<file path="src/rtl/fft_reorder_4point.sv">
// fft_reorder_4point
//
// Takes the bit-reversed output stream of the SDF FFT stage (X0, X2, X1, X3
// for a 4-point frame) and presents it in natural bin order over a
// valid/ready interface. Frames are stored in a two-bank ping-pong buffer.
// Each sample is written at address bitrev(write count), and samples are read
// back at ascending addresses.
//
// Parameters:
//   n         sample width in bits
//   LOG2_PTS  log2 of the frame length (1..6)
//
// Ports:
//   clk        system clock, rising edge
//   clear      synchronous active-high reset (discards partial frames)
//   in_valid   din carries a bit-reversed-order sample this cycle
//   din        FFT output sample
//   out_ready  downstream accepts dout this cycle
//   out_valid  dout carries a natural-order sample
//   dout       reordered sample
//   out_index  natural bin index of dout
//   overflow   sticky; set when an input sample was dropped because the
//              target bank was still full
//   out_last   (only with FFT_REORDER_LAST_EN) high with the last bin of a
//              frame
//
// Optional build macro: FFT_REORDER_LAST_EN adds the out_last port.

module fft_reorder_4point #(
  parameter int n        = 8,
  parameter int LOG2_PTS = 2
) (
  input  logic                clk,
  input  logic                clear,
  input  logic                in_valid,
  input  logic [n-1:0]        din,
  input  logic                out_ready,
  output logic                out_valid,
  output logic [n-1:0]        dout,
  output logic [LOG2_PTS-1:0] out_index,
`ifdef FFT_REORDER_LAST_EN
  output logic                out_last,
`endif
  output logic                overflow
);

  localparam int PTS   = 1 << LOG2_PTS;
  localparam int DEPTH = 2 * PTS;

  function automatic logic [LOG2_PTS-1:0] bitrev(input logic [LOG2_PTS-1:0] a);
    logic [LOG2_PTS-1:0] r;
    r = '0;
    for (int i = 0; i < LOG2_PTS; i++) begin
      r[i] = a[LOG2_PTS-1-i];
    end
    return r;
  endfunction

  // Ping-pong storage. The bank select is the address MSB.
  logic [n-1:0] mem [0:DEPTH-1];

  logic [LOG2_PTS-1:0] wcnt;
  logic                wb;
  logic [LOG2_PTS-1:0] rcnt;
  logic                rb;
  logic [1:0]          bank_full;
  logic [1:0]          full_nxt;

  logic                out_free;
  logic                rd_load_full;
  logic                rd_last;
  logic                rd_release;
  logic                wr_free;
  logic                wr_accept;
  logic                wr_last;
  logic                wr_done;
  logic                rd_avail;
  logic                rd_load;
  logic                rd_clr;
  logic [LOG2_PTS:0]   waddr;
  logic [LOG2_PTS:0]   raddr;

  // The release path is derived only from the registered full flag. That
  // keeps it independent of the write-completion bypass below and avoids a
  // combinational loop. The two paths never apply to the same bank in the
  // same cycle: a release needs bank_full[rb]=1, and the bypass needs it
  // to be 0.
  always_comb begin
    out_free     = !out_valid || out_ready;
    rd_last      = (rcnt == {LOG2_PTS{1'b1}});
    rd_load_full = bank_full[rb] && out_free;
    rd_release   = rd_load_full && rd_last && (rb == wb);

    // A bank that the reader frees this cycle can accept the writer's
    // sample at once.
    wr_free   = !bank_full[wb] || rd_release;
    wr_accept = in_valid && wr_free;
    wr_last   = (wcnt == {LOG2_PTS{1'b1}});
    wr_done   = wr_accept && wr_last;

    // A frame that completes this cycle can be read from at once. The last
    // write always goes to address all-ones, and the first read is from
    // address 0, which was written earlier. This bypass gives the one-cycle
    // latency from the last input sample to the first output sample.
    rd_avail = bank_full[rb] || (wr_done && (wb == rb));
    rd_load  = rd_avail && out_free;
    rd_clr   = rd_load && rd_last;

    waddr = {wb, bitrev(wcnt)};
    raddr = {rb, rcnt};
  end

  always_comb begin
    full_nxt = bank_full;
    if (rd_clr) begin
      full_nxt[rb] = 1'b0;
    end
    if (wr_done) begin
      full_nxt[wb] = 1'b1;
    end
  end

  // The sample memory has no reset. Its stale contents are never read,
  // because a bank is read only after it has been completely rewritten.
  always_ff @(posedge clk) begin
    if (!clear && wr_accept) begin
      mem[waddr] <= din;
    end
  end

  // Write side
  always_ff @(posedge clk) begin
    if (clear) begin
      wcnt     <= '0;
      wb       <= 1'b0;
      overflow <= 1'b0;
    end else begin
      if (wr_accept) begin
        wcnt <= wcnt + 1'b1;
        if (wr_last) begin
          wb <= ~wb;
        end
      end
      if (in_valid && !wr_free) begin
        overflow <= 1'b1;
      end
    end
  end

  always_ff @(posedge clk) begin
    if (clear) begin
      bank_full <= 2'b00;
    end else begin
      bank_full <= full_nxt;
    end
  end

  // Read side / output register
  always_ff @(posedge clk) begin
    if (clear) begin
      rcnt      <= '0;
      rb        <= 1'b0;
      out_valid <= 1'b0;
      dout      <= '0;
      out_index <= '0;
    end else if (rd_load) begin
      dout      <= mem[raddr];
      out_index <= rcnt;
      out_valid <= 1'b1;
      rcnt      <= rcnt + 1'b1;
      if (rd_last) begin
        rb <= ~rb;
      end
    end else if (out_ready) begin
      out_valid <= 1'b0;
    end
  end

`ifdef FFT_REORDER_LAST_EN
  // Follows out_index and therefore holds with dout while the output stalls.
  always_ff @(posedge clk) begin
    if (clear) begin
      out_last <= 1'b0;
    end else if (rd_load) begin
      out_last <= rd_last;
    end
  end
`endif

endmodule

</file>
<file path="config.mk">
export PLATFORM = sky130hd
export DESIGN_NAME = fft_reorder_4point
export DESIGN_NICKNAME = d
export VERILOG_FILES = /design/src/rtl/fft_reorder_4point.sv
export SDC_FILE = /design/constraint.sdc
export NUM_CORES = 1
export LEC_CHECK = 0
export ABC_AREA = 0
export BUFFER_PORTS_ARGS = -buffer_cell sky130_fd_sc_hd__buf_2
export CORE_UTILIZATION = 59
export DETAILED_ROUTE_END_ITERATION = 8
export GPL_TIMING_DRIVEN = 0
export PLACE_DENSITY_LB_ADDON = 0.25
export SLEW_MARGIN = 20
export SYNTH_ARGS = -nofsm -noshare
export SYNTH_HDL_FRONTEND = slang
export SYNTH_SLANG_ARGS = --single-unit
</file>
<file path="constraint.sdc">
create_clock -name clk -period 2.6 [get_ports clk]
set_clock_uncertainty 0.2 [all_clocks]
set_input_delay 0.39 -clock clk [delete_from_list [all_inputs] [get_ports clk]]
set_output_delay 0.39 -clock clk [all_outputs]
set_load 0.1 [all_outputs]
</file>
==> impl_metrics.py <==
metrics = {
    "status": {
        "status": "completed",
    },
    "timing": {
        "fmax_mhz": 420,
        "worst-slew-pin-transition_ns": 0.865,
        "finalCriticalPeriod_ns": 2.38,
        "hold_viol_final": 0,
        "timing.final.crit_share_pct": 91.6,
        "rsz0062_at_grt": "false",
        "setup_viol": 0,
        "slew_headroom_pct": 42.1,
        "final_max_slew_viol_count": 0,
    },
    "floorplan": {
        "ios": 24,
        "core_area_um2": 5540,
        "fp.dieW_um": 78.0,
        "die_area_um2": 6090,
        "start_util_pct": 61.5,
        "die_y_um": 78.0,
        "core.rowCount": 27,
    },
    "logic_synthesis": {
        "syn_area_um2": 3410,
        "synth.ff_latch_count": 84,
        "yosysTopAreaCell": "edfxtp_1",
        "ys_top_cells_by_area": "edfxtp_1, dfxtp_1, mux4_2, a311oi_2, nand2_1",
        "synth_edf_count": 64,
        "synth_warnings": 0,
        "synthFlopType": "edfxtp_1",
        "netlist_instances": 207,
        "yosysTopAreaCellShare_pct": 56.4,
        "ys_types": 37,
        "syn_avg_cell_area_um2": 16.5,
        "synth_nets": 221,
        "synth_seq_area_share_pct": 68.1,
        "synth-async-reset-ratio_pct": 0,
    },
    "setup_path": {
        "crit_type": "reg2reg",
        "worst_ep_required_time_ns": 2.38,
        "cp_max_fo": 8,
        "r2r-end": "mem[5][5]",
        "reg2reg_from": "rcnt[0]",
        "reg2regPathDepth": 5,
        "endpoint_kind": "flip-flop",
        "cp-start-kind": "flip-flop",
        "rrSetupSlack_ns": 0.22,
        "critPathArrivalTime_ns": 2.16,
    },
    "global_routing": {
        "grt_usage_pct": 23.3,
        "grt_antenna_before_repair": 0,
        "grt-ovfl-total": 0,
        "grt_pass1_wl_mm": 9.81,
        "grt_pass1_vias": 1900,
        "grt_max_degree": 15,
    },
    "place": {
        "dp.final_hpwl_mm": 3.99,
        "dpl.cell_count": 303,
        "place_congestion": 0.796,
        "portBuffers": 22,
    },
    "final_layout": {
        "antennaDiodeCount": 0,
        "final_layout_size_suffix_gt1_share_pct": 36.4,
        "nFillCells": 383,
        "areaGrowthSynthToFinish_pct": 14.1,
        "stdcell_count": 319,
        "layout_commonest_cell": "edfxtp_1",
        "nNetsFinal": 256,
        "final_cell_mix": "edfxtp_1, buf_2, nand2_1, dfxtp_1, mux4_2",
    },
    "worst_hold_path": {
        "min_to": "mem[6][6]",
        "hp-class": "in2reg",
        "holdPathStages": 1,
        "hp-start": "din[6]",
    },
    "drt": {
        "drtPass1Iterations": 4,
        "wl_per_cell_um": 19.5,
        "drc": 0,
        "ant_nets": 0,
        "routed_via_density": 5.88,
        "totalWireLength_mm": 6.22,
        "drt-initial-drc-count": 188,
        "vias": 1875,
    },
    "clocking": {
        "clock-sinks": 84,
        "hold_buffers": 0,
        "htreeDepth": 3,
        "clkLatencyLatePin_ns": 0.36,
        "cts_tree": "done",
        "root_buffer": "clkbuf_8",
        "clk_path_buf_depth": 2,
        "numCtsBuffers": 9,
        "clk_pin_slew_ns": 0.08,
    },
    "pwr": {
        "p_total_w": 0.00276,
        "p_leak_nw": 1.30,
        "p_per_area_nw_per_um2": 709,
        "ir_worst_vdd_v": 0.000592,
    },
    "job": {
        "drv_cap": 0,
    },
}
state kept, by name, indices dropped and copies added (netlist names):
name       flops
wcnt           2
out_index      2
rb             1
rcnt           2
wb             1
out_valid      1
bank_full      2
dout           8
mem           64
overflow       1
worst max-delay path by stage:
stage | to | slack (ns) | from | cells past startpoint
final | mem[5][5] | 0.22 | rcnt[0] | 5
after detailed placement | mem[3][7] | 0.08 | rcnt[0] | 5
after CTS | mem[3][5] | 0.07 | rcnt[0] | 5
after global routing | mem[7][6] | 0.007 | rcnt[1] | 5
after global placement | mem[0][0] | -0.30 | rcnt[0] | 5
after floorplan | mem[4][0] | 0.09 | out_valid | 4
routing by layer:
metal | part of all wire (%) | routed length (um) | track usage [%]
met1 | 42 | 2630 | 31.1
met2 | 50 | 3100 | 36.0
met3 | 4.2 | 263 | 4.77
met4 | 3.6 | 225 | 13.7
met5 | 0 | 0 | 0
critical path, cell delays in order (launching register included):
cell and delay (ns):
dfxtp_1 0.34, ha_1 0.25, nand2_1 0.10, o21ai_1 0.19
nand3_1 0.20, nor2_1 0.72
power by group:
group | leakage, nW | total (W) | internal (W) | switching (W)
Combinational | 0.443 | 0.000176 | 0.0000597 | 0.000116
Clock | 0.118 | 0.00110 | 0.000644 | 0.000459
Sequential | 0.740 | 0.00148 | 0.00147 | 0.0000139
Total | 1.30 | 0.00276 | 0.00217 | 0.000589
cell usage after synthesis, types with 2 or more instances:
cell	count
nor3_1	6
nor2b_1	2
nand3_1	2
buf_6	3
mux4_2	16
nor2_1	13
nor2_2	8
mux2i_1	5
ha_1	2
nand2b_1	5
nand2_1	20
buf_4	2
a21oi_1	6
o21ai_1	2
nand3b_1	2
clkbuf_1	2
buf_2	2
dfxtp_1	20
a311oi_2	8
edfxtp_1	64
cell type report:
class | instances | area (um^2) | area share, %
tap | 72 | 90.1 | 2.32
clock inverter | 5 | 108 | 2.77
sequential | 84 | 2320 | 59.7
clock buffer | 11 | 131 | 3.38
timing repair buffer | 24 | 125 | 3.22
inverter | 2 | 7.51 | 0.193
buffer | 11 | 75.1 | 1.93
multi-input combinational | 110 | 1030 | 26.5
logic make-up after synthesis:
family                     count (synthesis)  share of synthesized area, %
muxes                                     21                          12.0
AOI/OAI and AO/OA                         24                          7.27
adders and majority gates                  2                         0.734
xor gates and xnor gates                   1                         0.257
DFF                                       84                          68.1
and+or+nand+nor                           62                          9.17
buffers and inverters                     13                          2.42
stage by stage:
step	setup TNS [ns]	worst slack (ns)	utilization [%]	hold WS [ns]	cell area (um^2)
CTS	0	0.0738	70.1	0.0905	3880
floorplan	0	0.0893	-	0.289	3410
detailed placement	0	0.0841	65.8	0.264	3640
finish	0	0.219	70.2	0.104	3890
global placement	-6.69	-0.299	65.2	0.232	3610
global route	0	0.00659	70.2	0.0992	3890
what timing repair did:
action / CTS / global route
setup buffers: 0 / 0
endpoints found under the setup margin: 0 / 16
resized for setup: 0 / 2
(Power assumes the default switching activity.)
